`src/rtl/zc_pkg.sv`:
```
// Shared definitions for the zero-crossing edge classifier.
//   - zc_state_e : scan FSM states
//   - window geometry of the 3x3 gradient read port and flat-vector element indexing
//   - indices of the centre sample and its four edge-adjacent neighbours
package zc_pkg;

   typedef enum logic [1:0] {
      StIdle,
      StScan,
      StDrain,
      StDone
   } zc_state_e;

   localparam int unsigned WIN_DIM  = 3;
   localparam int unsigned WIN_SIZE = WIN_DIM * WIN_DIM;

   // Element [y][x] of the window sits at element index y*3+x of the flat vector.
   function automatic int unsigned win_idx(input int unsigned y, input int unsigned x);
      return y * WIN_DIM + x;
   endfunction

   localparam int unsigned IDX_C   = win_idx(1, 1);
   localparam int unsigned IDX_N   = win_idx(0, 1);
   localparam int unsigned IDX_W   = win_idx(1, 0);
   localparam int unsigned IDX_E   = win_idx(1, 2);
   localparam int unsigned IDX_S   = win_idx(2, 1);
   localparam int unsigned NUM_NBR = 4;

   function automatic int unsigned nbr_idx(input int unsigned k);
      case (k)
         0:       return IDX_N;
         1:       return IDX_W;
         2:       return IDX_E;
         default: return IDX_S;
      endcase
   endfunction

endpackage

```
`src/rtl/zero_cross_det_if.sv`:
```
// Control and frame-buffer bus of zero_cross_det.
//   start/thresh          : frame launch and crossing threshold
//   busy/done/edge_cnt    : status
//   rd_en/rd_x/rd_y       : gradient buffer 3x3 window read request
//   rd_data_flat          : window returned the cycle after rd_en
//   wr_en/wr_x/wr_y/wr_data : edge-map write port
// modport master : the classifier (drives buffer requests and status)
// modport slave  : the environment (controller plus both frame buffers)
interface zero_cross_det_if #(
   parameter int unsigned COORD_BITS = 6,
   parameter int unsigned PXL_BITS   = 12
) ();

   logic                    start;
   logic [PXL_BITS-1:0]     thresh;
   logic                    busy;
   logic                    done;
   logic [2*COORD_BITS-1:0] edge_cnt;
   logic                    rd_en;
   logic [COORD_BITS-1:0]   rd_x;
   logic [COORD_BITS-1:0]   rd_y;
   logic [9*PXL_BITS-1:0]   rd_data_flat;
   logic                    wr_en;
   logic [COORD_BITS-1:0]   wr_x;
   logic [COORD_BITS-1:0]   wr_y;
   logic                    wr_data;

   modport master (
      input  start, thresh, rd_data_flat,
      output busy, done, edge_cnt, rd_en, rd_x, rd_y, wr_en, wr_x, wr_y, wr_data
   );

   modport slave (
      output start, thresh, rd_data_flat,
      input  busy, done, edge_cnt, rd_en, rd_x, rd_y, wr_en, wr_x, wr_y, wr_data
   );

endinterface

```
`src/rtl/zc_classify.sv`:
```
// Combinational zero-crossing test on one 3x3 gradient window.
//   win_i    : flat window, element [y][x] at bits (y*3+x)*PXL_BITS
//   thresh_i : unsigned crossing threshold
//   edge_o   : 1 when any edge-adjacent neighbour has the opposite sign to the
//              centre and differs from it by more than thresh_i
// Border suppression is not done here; the parent owns the coordinates.
module zc_classify
   import zc_pkg::*;
#(
   parameter int unsigned PXL_BITS = 12
) (
   input  logic [WIN_SIZE*PXL_BITS-1:0] win_i,
   input  logic [PXL_BITS-1:0]          thresh_i,
   output logic                         edge_o
);

   logic [PXL_BITS-1:0] c;
   logic [PXL_BITS-1:0] n;
   logic [PXL_BITS:0]   diff;
   logic [PXL_BITS:0]   mag;

   always_comb begin
      c      = win_i[IDX_C*PXL_BITS +: PXL_BITS];
      n      = '0;
      diff   = '0;
      mag    = '0;
      edge_o = 1'b0;
      for (int unsigned k = 0; k < NUM_NBR; k++) begin
         n    = win_i[nbr_idx(k)*PXL_BITS +: PXL_BITS];
         // One extra bit keeps c - n exact across the full signed sample range.
         diff = {c[PXL_BITS-1], c} - {n[PXL_BITS-1], n};
         mag  = diff[PXL_BITS] ? (~diff + (PXL_BITS+1)'(1)) : diff;
         // Sign bits differ <=> one sample negative, the other zero or positive.
         if ((c[PXL_BITS-1] != n[PXL_BITS-1]) && (mag > {1'b0, thresh_i})) begin
            edge_o = 1'b1;
         end
      end
   end

endmodule

```
`src/rtl/zero_cross_det.sv`:
```
// Zero-crossing edge classifier top.
// Scans the gradient frame buffer in raster order (one window read per cycle),
// classifies each centre pixel and writes a 1-bit edge map, counting edges.
//   clk : clock, all state on rising edge
//   rst : asynchronous active-high reset; aborts a frame in flight
//   bus : zero_cross_det_if.master (start/thresh, status, read and write ports)
// Pipeline: read issued in cycle t, window returns in t+1 and is classified
// combinationally, wr_* registered and visible in t+2.
module zero_cross_det
   import zc_pkg::*;
#(
   parameter int unsigned IMG_WD     = 64,
   parameter int unsigned IMG_HT     = 64,
   parameter int unsigned COORD_BITS = 6,
   parameter int unsigned PXL_BITS   = 12
) (
   input  logic             clk,
   input  logic             rst,
   zero_cross_det_if.master bus
);

   localparam logic [COORD_BITS-1:0] X_LAST = COORD_BITS'(IMG_WD - 1);
   localparam logic [COORD_BITS-1:0] Y_LAST = COORD_BITS'(IMG_HT - 1);

   zc_state_e               state_q, state_d;
   logic                    drain_q, drain_d;
   logic [COORD_BITS-1:0]   x_q, x_d;
   logic [COORD_BITS-1:0]   y_q, y_d;
   logic [PXL_BITS-1:0]     thresh_q, thresh_d;
   logic                    busy_q, busy_d;
   logic                    done_q, done_d;
   logic                    rd_en_q, rd_en_d;
   // Stage 1: coordinates of the read whose window is on rd_data_flat now.
   logic                    s1_valid_q, s1_valid_d;
   logic [COORD_BITS-1:0]   s1_x_q, s1_x_d;
   logic [COORD_BITS-1:0]   s1_y_q, s1_y_d;
   // Stage 2: registered write port.
   logic                    wr_en_q, wr_en_d;
   logic [COORD_BITS-1:0]   wr_x_q, wr_x_d;
   logic [COORD_BITS-1:0]   wr_y_q, wr_y_d;
   logic                    wr_data_q, wr_data_d;
   logic [2*COORD_BITS-1:0] cnt_q, cnt_d;

   logic edge_raw;
   logic border;

   zc_classify #(
      .PXL_BITS (PXL_BITS)
   ) u_classify (
      .win_i    (bus.rd_data_flat),
      .thresh_i (thresh_q),
      .edge_o   (edge_raw)
   );

   assign border = (s1_x_q == '0) || (s1_x_q == X_LAST) ||
                   (s1_y_q == '0) || (s1_y_q == Y_LAST);

   always_comb begin
      state_d    = state_q;
      drain_d    = drain_q;
      x_d        = x_q;
      y_d        = y_q;
      thresh_d   = thresh_q;
      cnt_d      = cnt_q;

      s1_valid_d = (state_q == StScan);
      s1_x_d     = (state_q == StScan) ? x_q : s1_x_q;
      s1_y_d     = (state_q == StScan) ? y_q : s1_y_q;

      wr_en_d    = s1_valid_q;
      wr_x_d     = s1_valid_q ? s1_x_q : wr_x_q;
      wr_y_d     = s1_valid_q ? s1_y_q : wr_y_q;
      wr_data_d  = s1_valid_q & edge_raw & ~border;

      if (wr_en_q && wr_data_q && (cnt_q != '1)) begin
         cnt_d = cnt_q + 1'b1;
      end

      unique case (state_q)
         StIdle: begin
            if (bus.start) begin
               state_d  = StScan;
               thresh_d = bus.thresh;
               cnt_d    = '0;
               x_d      = '0;
               y_d      = '0;
            end
         end
         StScan: begin
            if (x_q == X_LAST) begin
               x_d = '0;
               if (y_q == Y_LAST) begin
                  y_d     = '0;
                  drain_d = 1'b0;
                  state_d = StDrain;
               end else begin
                  y_d = y_q + 1'b1;
               end
            end else begin
               x_d = x_q + 1'b1;
            end
         end
         StDrain: begin
            // Two cycles let the last read reach the write port.
            drain_d = 1'b1;
            if (drain_q) begin
               state_d = StDone;
            end
         end
         StDone: begin
            state_d = StIdle;
         end
         default: begin
            state_d = StIdle;
         end
      endcase

      // Status outputs are registered from the next state.
      busy_d  = (state_d == StScan) || (state_d == StDrain);
      done_d  = (state_d == StDone);
      rd_en_d = (state_d == StScan);
   end

   always_ff @(posedge clk or posedge rst) begin
      if (rst) begin
         state_q    <= StIdle;
         drain_q    <= 1'b0;
         x_q        <= '0;
         y_q        <= '0;
         thresh_q   <= '0;
         busy_q     <= 1'b0;
         done_q     <= 1'b0;
         rd_en_q    <= 1'b0;
         s1_valid_q <= 1'b0;
         s1_x_q     <= '0;
         s1_y_q     <= '0;
         wr_en_q    <= 1'b0;
         wr_x_q     <= '0;
         wr_y_q     <= '0;
         wr_data_q  <= 1'b0;
         cnt_q      <= '0;
      end else begin
         state_q    <= state_d;
         drain_q    <= drain_d;
         x_q        <= x_d;
         y_q        <= y_d;
         thresh_q   <= thresh_d;
         busy_q     <= busy_d;
         done_q     <= done_d;
         rd_en_q    <= rd_en_d;
         s1_valid_q <= s1_valid_d;
         s1_x_q     <= s1_x_d;
         s1_y_q     <= s1_y_d;
         wr_en_q    <= wr_en_d;
         wr_x_q     <= wr_x_d;
         wr_y_q     <= wr_y_d;
         wr_data_q  <= wr_data_d;
         cnt_q      <= cnt_d;
      end
   end

   assign bus.busy     = busy_q;
   assign bus.done     = done_q;
   assign bus.edge_cnt = cnt_q;
   assign bus.rd_en    = rd_en_q;
   assign bus.rd_x     = x_q;
   assign bus.rd_y     = y_q;
   assign bus.wr_en    = wr_en_q;
   assign bus.wr_x     = wr_x_q;
   assign bus.wr_y     = wr_y_q;
   assign bus.wr_data  = wr_data_q;

endmodule

```
`src/flat_wrapper.sv`:
```
// flat-port wrapper written by rule: the top's interface ports become plain ports
module zero_cross_det_flat import zc_pkg::*;
#(
   parameter int unsigned IMG_WD     = 64,
   parameter int unsigned IMG_HT     = 64,
   parameter int unsigned COORD_BITS = 6,
   parameter int unsigned PXL_BITS   = 12
)
  (clk, rst, bus_start, bus_thresh, bus_rd_data_flat, bus_busy, bus_done, bus_edge_cnt, bus_rd_en, bus_rd_x, bus_rd_y, bus_wr_en, bus_wr_x, bus_wr_y, bus_wr_data);
  zero_cross_det_if #(.COORD_BITS(COORD_BITS), .PXL_BITS(PXL_BITS)) bus_i ();
  input  logic clk;
  input  logic rst;
  input wire logic [$bits(bus_i.start)-1:0] bus_start;
  input wire logic [$bits(bus_i.thresh)-1:0] bus_thresh;
  input wire logic [$bits(bus_i.rd_data_flat)-1:0] bus_rd_data_flat;
  output wire logic [$bits(bus_i.busy)-1:0] bus_busy;
  output wire logic [$bits(bus_i.done)-1:0] bus_done;
  output wire logic [$bits(bus_i.edge_cnt)-1:0] bus_edge_cnt;
  output wire logic [$bits(bus_i.rd_en)-1:0] bus_rd_en;
  output wire logic [$bits(bus_i.rd_x)-1:0] bus_rd_x;
  output wire logic [$bits(bus_i.rd_y)-1:0] bus_rd_y;
  output wire logic [$bits(bus_i.wr_en)-1:0] bus_wr_en;
  output wire logic [$bits(bus_i.wr_x)-1:0] bus_wr_x;
  output wire logic [$bits(bus_i.wr_y)-1:0] bus_wr_y;
  output wire logic [$bits(bus_i.wr_data)-1:0] bus_wr_data;
  assign bus_i.start = bus_start;
  assign bus_i.thresh = bus_thresh;
  assign bus_i.rd_data_flat = bus_rd_data_flat;
  assign bus_busy = bus_i.busy;
  assign bus_done = bus_i.done;
  assign bus_edge_cnt = bus_i.edge_cnt;
  assign bus_rd_en = bus_i.rd_en;
  assign bus_rd_x = bus_i.rd_x;
  assign bus_rd_y = bus_i.rd_y;
  assign bus_wr_en = bus_i.wr_en;
  assign bus_wr_x = bus_i.wr_x;
  assign bus_wr_y = bus_i.wr_y;
  assign bus_wr_data = bus_i.wr_data;
  zero_cross_det #(.IMG_WD(IMG_WD), .IMG_HT(IMG_HT), .COORD_BITS(COORD_BITS), .PXL_BITS(PXL_BITS)) u_core (.clk(clk), .rst(rst), .bus(bus_i));
endmodule
```
`config.mk`:
```
export PLATFORM = sky130hd
export DESIGN_NAME = zero_cross_det_flat
export DESIGN_NICKNAME = d
export VERILOG_FILES = /design/src/rtl/zc_pkg.sv /design/src/rtl/zero_cross_det_if.sv /design/src/rtl/zc_classify.sv /design/src/rtl/zero_cross_det.sv /design/src/flat_wrapper.sv
export SDC_FILE = /design/constraint.sdc
export NUM_CORES = 1
export LEC_CHECK = 0
export CELL_PAD_IN_SITES_DETAIL_PLACEMENT = 1
export CELL_PAD_IN_SITES_GLOBAL_PLACEMENT = 1
export CORE_MARGIN = 2
export CORE_UTILIZATION = 48
export DETAILED_ROUTE_END_ITERATION = 12
export DONT_BUFFER_PORTS = 1
export PLACE_DENSITY = 0.79
export SYNTH_ARGS = -nofsm -noshare
export SYNTH_HDL_FRONTEND = slang
export SYNTH_SLANG_ARGS = --single-unit
export TNS_END_PERCENT = 10
```
`constraint.sdc`:
```
create_clock -name clk -period 2.4 [get_ports clk]
set_input_delay 0.24 -clock clk [delete_from_list [all_inputs] [get_ports clk]]
set_output_delay 0.24 -clock clk [all_outputs]
set_load 0.01 [all_outputs]
```
==> results of run 1 <==
==> where the power goes <==
group | switching (mW) | leakage [nW] | total, mW | internal [mW]
Sequential | 0.200 | 0.781 | 1.48 | 1.28
Combinational | 1.49 | 3.61 | 2.88 | 1.39
Clock | 0.478 | 0.139 | 1.26 | 0.777
Total | 2.17 | 4.53 | 5.61 | 3.45
==> path summary, 6_finish.rpt <==
check / from / endpoint / slack (ns) / cells past startpoint
worst min-delay path: bus_thresh[9] / u_core.thresh_q[9]$_DFFE_PP0P_ / 0.05 / 2
worst min register to register: u_core.drain_q$_DFFE_PP0P_ / u_core.drain_q$_DFFE_PP0P_ / 0.57 / 2
worst max register to register: u_core.thresh_q[6]$_DFFE_PP0P_ / u_core.bus.wr_data$_DFF_PP0_ / -0.31 / 11
min in group asynchronous: rst / u_core.bus.wr_y[3]$_DFFE_PP0P_ / 0.52 / 2
max in group asynchronous: rst / u_core.bus.rd_y[2]$_DFFE_PP0P_ / 1.20 / 3
worst max-delay path: bus_rd_data_flat[48] / u_core.bus.wr_data$_DFF_PP0_ / -1.93 / 23
==> critical path, cell delays in order <==
cell and delay, ns:
inv_4 0.03, buf_12 0.12, ha_1 0.19, fa_1 0.41, nor2b_1 0.18, o31a_1 0.22
o221a_2 0.22, o21a_1 0.14, o21ai_0 0.11, a31oi_1 0.21, buf_4 0.20, a21oi_1 0.07
xnor2_1 0.20, ha_1 0.28, a21oi_1 0.17, o21ai_0 0.13, a21oi_1 0.26, nor2b_1 0.10
o41ai_1 0.32, nand4_1 0.15, a41o_1 0.26, a311oi_2 0.20, a21oi_1 0.11
==> area by class of cell <==
cell class / instances / share of cell area
clock buffer: 14 / 0.0299
tap: 184 / 0.0251
inverter: 72 / 0.0297
timing repair buffer: 210 / 0.175
sequential: 69 / 0.188
multi-input combinational: 689 / 0.552
clock inverter: 1 / 0.000545
==> logic make-up after synthesis <==
group                      Yosys count
xor gates and xnor gates            80
muxes                               18
buffers and inverters               85
DFF                                 69
AOI/OAI and AO/OA                  206
and+or+nand+nor                    276
adders and majority gates          109
==> sequential cells by signal, indices dropped and copies added, names as in the netlist, 2 cells and up <==
register	flops
u_core.s1_x_q	6
u_core.bus.edge_cnt	12
u_core.s1_y_q	6
u_core.thresh_q	12
u_core.bus.rd_y	6
u_core.bus.wr_x	6
u_core.bus.wr_y	6
u_core.bus.rd_x	6
u_core.state_q	2
==> through the flow <==
stage | instance area, sq um | setup WS [ns] | TNS, ns | util
after floorplan | 7070 | -1.74 | -1.74 | -
after global placement | 8830 | -2.05 | -2.05 | 0.612
after detailed placement | 8830 | -2.25 | -2.25 | 0.612
after CTS | 9150 | -1.87 | -1.87 | 0.634
after global routing | 9180 | -2.15 | -2.15 | 0.636
final | 9180 | -1.93 | -1.93 | 0.636
==> synthesized netlist by cell type, drive strengths merged, types with 3 or more instances <==
library cell	number	area [sq um]
ha	105	1310
nand2	82	308
nor2	75	282
inv	72	270
dfrtp	69	1730
a21oi	52	260
o21ai	49	245
xnor2	44	393
xor2	36	315
nor2b	18	113
nand3	17	90.1
o21a	17	128
a21o	16	120
mux2	16	180
nand2b	14	87.6
nor3	14	70.1
and3	13	81.3
a31oi	11	68.8
nand4	11	68.8
clkbuf	10	37.5
nor4	8	65.1
o31ai	7	52.6
a211oi	6	45.0
a21boi	6	45.0
a22o	6	52.6
a211o	5	43.8
and2	5	31.3
fa	4	80.1
o211ai	4	30.0
o21bai	4	30.0
or3	4	25.0
a311oi	3	26.3
and4	3	26.3
buf	3	11.3
o22ai	3	18.8
o41ai	3	26.3
or2	3	18.8
or4	3	22.5
==> repair_timing <==
action | CTS | global route
endpoints found under the hold margin | 36 | 0
hold buffers | 1 | 0
pin swaps | 6 | 4
gates resized for setup | 6 | 3
buffers inserted | 0 | 2
endpoints found under the setup margin | 1 | 1
==> routing by layer <==
layer | part of all wire | vias up | GRT usage
met5 | 0 | - | 0
met4 | 0.053 | 0 | 0.179
met3 | 0.054 | 123 | 0.0717
met2 | 0.52 | 289 | 0.644
met1 | 0.38 | 3608 | 0.375
li1 | - | 3411 | -
==> results_dict.tcl, run 1 <==
set metrics [dict create \
    synth_mux_area_frac 0.0285 \
    core_sq_um 14400 \
    worstMarginPinSlew_ns 0.817 \
    final_nets 1283 \
    io_buffers 0 \
    peakVddDrop_v 0.000398 \
    initialDrtViolationCount 424 \
    final_cell_mix "buf_4 (207), ha_1 (104), nand2_1 (82), nor2_1 (74), inv_1 (70)" \
    finalCritPeriodShare 1.81 \
    multiInputGateArea_sq_um 5070 \
    grt_overflow 0 \
    setup_violations 1 \
    holdWs_ns 0.0490 \
    yosysUniqueCellTypes 61 \
    dp_cells 1221 \
    synth_edf_count 0 \
    ant_nets 0 \
    synth-xor-area-share 0.101 \
    yosys_warnings 0 \
    final_common_cell "buf_4" \
    antenna_found_initial 0 \
    htreeDepth 3 \
    avgSynthCellArea_sq_um 8.33 \
    numCtsBuffers 9 \
    areaGrowthSynthToFinish_pct 30.8 \
    max_freq_ghz 0.231 \
    grtUsageTotal 0.349 \
    io_pins 164 \
    power_density_nw_per_um2 611 \
    diodes 0 \
    yosys_most_used_dff "dfrtp_1" \
    die-area_sq_um 15600 \
    dieWidth_um 125 \
    stdcell_count 1239 \
    setup_ws_ns -1.93 \
    vias 7431 \
    routed_wl_um 27700 \
    grt_pass1_wl_um 43500 \
    synthesis.area_sq_um 7020 \
    violations "setup timing" \
    firstDrtPassIters 5 \
    regArea_sq_um 1730 \
    max-clock-path-buffers 2 \
    syn_nets 1075 \
    drt-wirelength-per-cell_um 22.3 \
    fill_cells 1749 \
    place.gp.congestion 0.874 \
    worstPathMaxFanout 8 \
    cp_data_arrival_time_ns 4.55 \
    period_needed_ns 4.33 \
    via_per_inst 6.00 \
    layout-drive-gt1-share 0.248 \
    hp-class "in -> reg" \
    path_clk_slew_ns 0.06 \
    fin_skew_ns 0.0102 \
    die_h_um 125 \
    worstSkewPairLatency_ns 0.34 \
    cts_root_buf "clkbuf_16" \
    hpwl_um 21000 \
    grt_max_degree 38 \
    worstSetupEndpointType "flip-flop" \
    crit_type "in -> reg" \
    synth_seq_cells 69 \
    first_global_vias 8427 \
    cts_tree "yes" \
    async_reset_ff_frac 1.00 \
    netlist_instances 843 \
    std_cell_rows 44 \
    cap_viol_max_count 0 \
    synthSimpleGateAreaFrac 0.191 \
    power_mw 5.61 \
    seq_area_frac_synth 0.246 \
    synth_top_family_by_area "adder cells" \
    power.leakage_nw 4.53 \
    cp-start-kind "input pin" \
    slew_viol_final 0 \
    drc 0 \
    slew_headroom 0.454 \
    hold_viol 0 \
    synth_compound_area_frac 0.189 \
    synth_adder_area_share 0.199 \
    status "finished with violations" \
    rsz0062_at_grt "true" \
    required_ns 2.61 \
    cts_sinks 69 \
    start_util 0.487 \
]
Power figures use the tool's default switching activity.
==> run 2, diff against run 1 <==
Settings changed: SLEW_MARGIN from default to 0, TNS_END_PERCENT 10 to 100.
==> results of run 2 <==
Final layout, timing and power as in run 1 (identical DEF).
==> run 3, diff against run 2 <==
Settings changed: CORE_ASPECT_RATIO from default to 0.5, CORE_UTILIZATION 48 to 40, PLACE_DENSITY 0.79 to 0.68, SKIP_CTS_REPAIR_TIMING from default to 1.
==> run 3 against run 2 <==
The run still ends with setup timing left. Maximum frequency increased by 2.4%. Count of clock-buffer cells in the layout decreased by 3. Global-route usage decreased by 9.4 points. Clock skew about the same. Non-clock buffer count unchanged. Hold slack got worse by 0.0056 ns. Clock power increased by 7%. Design area increased by 1.2%. Via count decreased by 6.8%. Die area increased by 20%. Largest power group unchanged. Highest routed layer unchanged.
==> results_dict.tcl, run 3 (same netlist as run 1, synthesis figures left out) <==
set metrics [dict create \
    power.leakage_nw 4.55 \
    final_common_cell "buf_4" \
    path_cells "inv_8 > ha_1 > fa_1 > nor2b_1 > o31a_1 > o221a_2 > o21a_1 > o21ai_1 > a31oi_1 > buf_4 > a21oi_1 > xnor2_1 > ha_1 > a21oi_1 > o21ai_0 > a21oi_1 > nor2b_1 > o41ai_2 > buf_4 > nand4_1 > a41o_1 > a311oi_2 > a21oi_1" \
    worstSetupEndpointType "flip-flop" \
    die-area_sq_um 18700 \
    io_pins 164 \
    place_ws_ns -2.28 \
    worstMarginPinSlew_ns 0.649 \
    vias 6928 \
    worstPathMaxFanout 8 \
    wl_met1_um 10900 \
    hp-class "in -> reg" \
    slew_headroom 0.567 \
    violations "setup timing" \
    top_layer_used "met4" \
    worstSkewPairLatency_ns 0.33 \
    final_nets 1283 \
    hpwl_um 19200 \
    initialDrtViolationCount 198 \
    hold_viol 0 \
    cts_tree "yes" \
    peakVddDrop_v 0.000343 \
    regToRegStartpoint "u_core.thresh_q[6]$_DFFE_PP0P_" \
    routed_wl_um 23300 \
    worst-r2r-setup-slack_ns -0.32 \
    power_density_nw_per_um2 589 \
    firstDrtPassIters 4 \
    via_per_inst 5.37 \
    diodes 0 \
    std_cell_rows 34 \
    layout-drive-gt1-share 0.255 \
    setup_ws_ns -1.83 \
    rr_endpoint "u_core.bus.wr_data$_DFF_PP0_" \
    cts_root_buf "clkbuf_16" \
    finalCritPeriodShare 1.76 \
    slew_viol_final 0 \
    final_area_sq_um 9290 \
    critPathLaunch "bus_rd_data_flat[48]" \
    r2r_cells 12 \
    status "finished with violations" \
    grt_overflow 0 \
    drt-wirelength-per-cell_um 18.1 \
    fin_skew_ns 0.0104 \
    tns_ns -1.83 \
    crit_top_cell "a21oi_1" \
    io_buffers 0 \
    cpLargestDelayFamily "compound AO/OA/AOI/OAI gates" \
    max_stage_delay_ns 0.42 \
    ant_nets 0 \
    grt_max_degree 42 \
    final_cell_mix "buf_4 (208), ha_1 (104), nand2_1 (82), nor2_1 (74)" \
    route.met3.wl_um 902 \
    grtUsageTotal 0.255 \
    cap_viol_max_count 0 \
    first_global_vias 7351 \
    required_ns 2.57 \
    dieWidth_um 191 \
    cp.depth 23 \
    areaGrowthSynthToFinish_pct 32.4 \
    antenna_found_initial 0 \
    rsz0062_at_grt "true" \
    grt_pass1_wl_um 37800 \
    setup_violations 1 \
    power_mw 5.47 \
    cp_data_arrival_time_ns 4.41 \
    core_sq_um 17300 \
    critPathCapture "u_core.bus.wr_data$_DFF_PP0_" \
    numCtsBuffers 9 \
    path_buf_inv 3 \
    max_freq_ghz 0.236 \
    max-clock-path-buffers 2 \
    drc 0 \
    start_util 0.406 \
    place.gp.congestion 0.906 \
    die_h_um 97.7 \
    crit_slowest_cell "fa_1" \
    path_clk_slew_ns 0.05 \
    wl_met2_um 11100 \
    crit_type "in -> reg" \
    htreeDepth 3 \
    period_needed_ns 4.23 \
    place_area_sq_um 8880 \
    cts_sinks 69 \
    cp-start-kind "input pin" \
]
## run 3: layer usage
layer | track usage | vias to the layer above
li1 | - | 3407
met3 | 0.0372 | 24
met1 | 0.339 | 3379
met2 | 0.437 | 118
met4 | 0.0598 | 0
met5 | 0 | -
## run 3: worst min-delay path by stage
stage / from / to / slack, ns / depth (start not counted)
finish: bus_thresh[4] / u_core.thresh_q[4]$_DFFE_PP0P_ / 0.04 / 2
global route: bus_thresh[2] / u_core.thresh_q[2]$_DFFE_PP0P_ / 0.04 / 2
CTS: rst / u_core.bus.busy$_DFF_PP0_ / -0.1 / 1
detailed placement: rst / u_core.bus.busy$_DFF_PP0_ / 0.25 / 1
global placement: rst / u_core.bus.busy$_DFF_PP0_ / 0.24 / 1
floorplan: bus_thresh[10] / u_core.thresh_q[10]$_DFFE_PP0P_ / 0.36 / 2
## run 3: worst reg2reg max path: stages, from the launching register on
cell	delay (ns)
dfrtp_1	0.36
inv_1	0.18
ha_1	0.30
a21oi_1	0.15
o21ai_0	0.10
a21oi_1	0.15
nor2b_1	0.07
o41ai_2	0.33
buf_4	0.18
nand4_1	0.10
a41o_1	0.24
a311oi_2	0.29
a21oi_1	0.12
## run 3: cell type report
| class | count | area [sq um] |
|---|---|---|
| clock inverters | 5 | 58.8 |
| flip-flops and latches | 69 | 1730 |
| fillers | 2111 | 7980 |
| multi-input cells | 689 | 5090 |
| well taps | 234 | 293 |
| repair buffers | 210 | 1590 |
| clock buffers | 11 | 253 |
| inverters | 72 | 278 |
## run 3: stage by stage
| step | hold slack (ns) | cells | util |
|---|---|---|---|
| after floorplan | 0.357 | 843 | - |
| after global placement | 0.239 | 1271 | 0.514 |
| after detailed placement | 0.251 | 1271 | 0.514 |
| after CTS | -0.0983 | 1287 | 0.532 |
| after global routing | 0.0402 | 1290 | 0.538 |
| final | 0.0433 | 1290 | 0.538 |
## run 3: power breakdown
part / internal, mW / total (mW) / switching, mW
Combinational: 1.35 / 2.65 / 1.30
Sequential: 1.28 / 1.47 / 0.190
Clock: 0.860 / 1.35 / 0.490
Total: 3.49 / 5.47 / 1.98
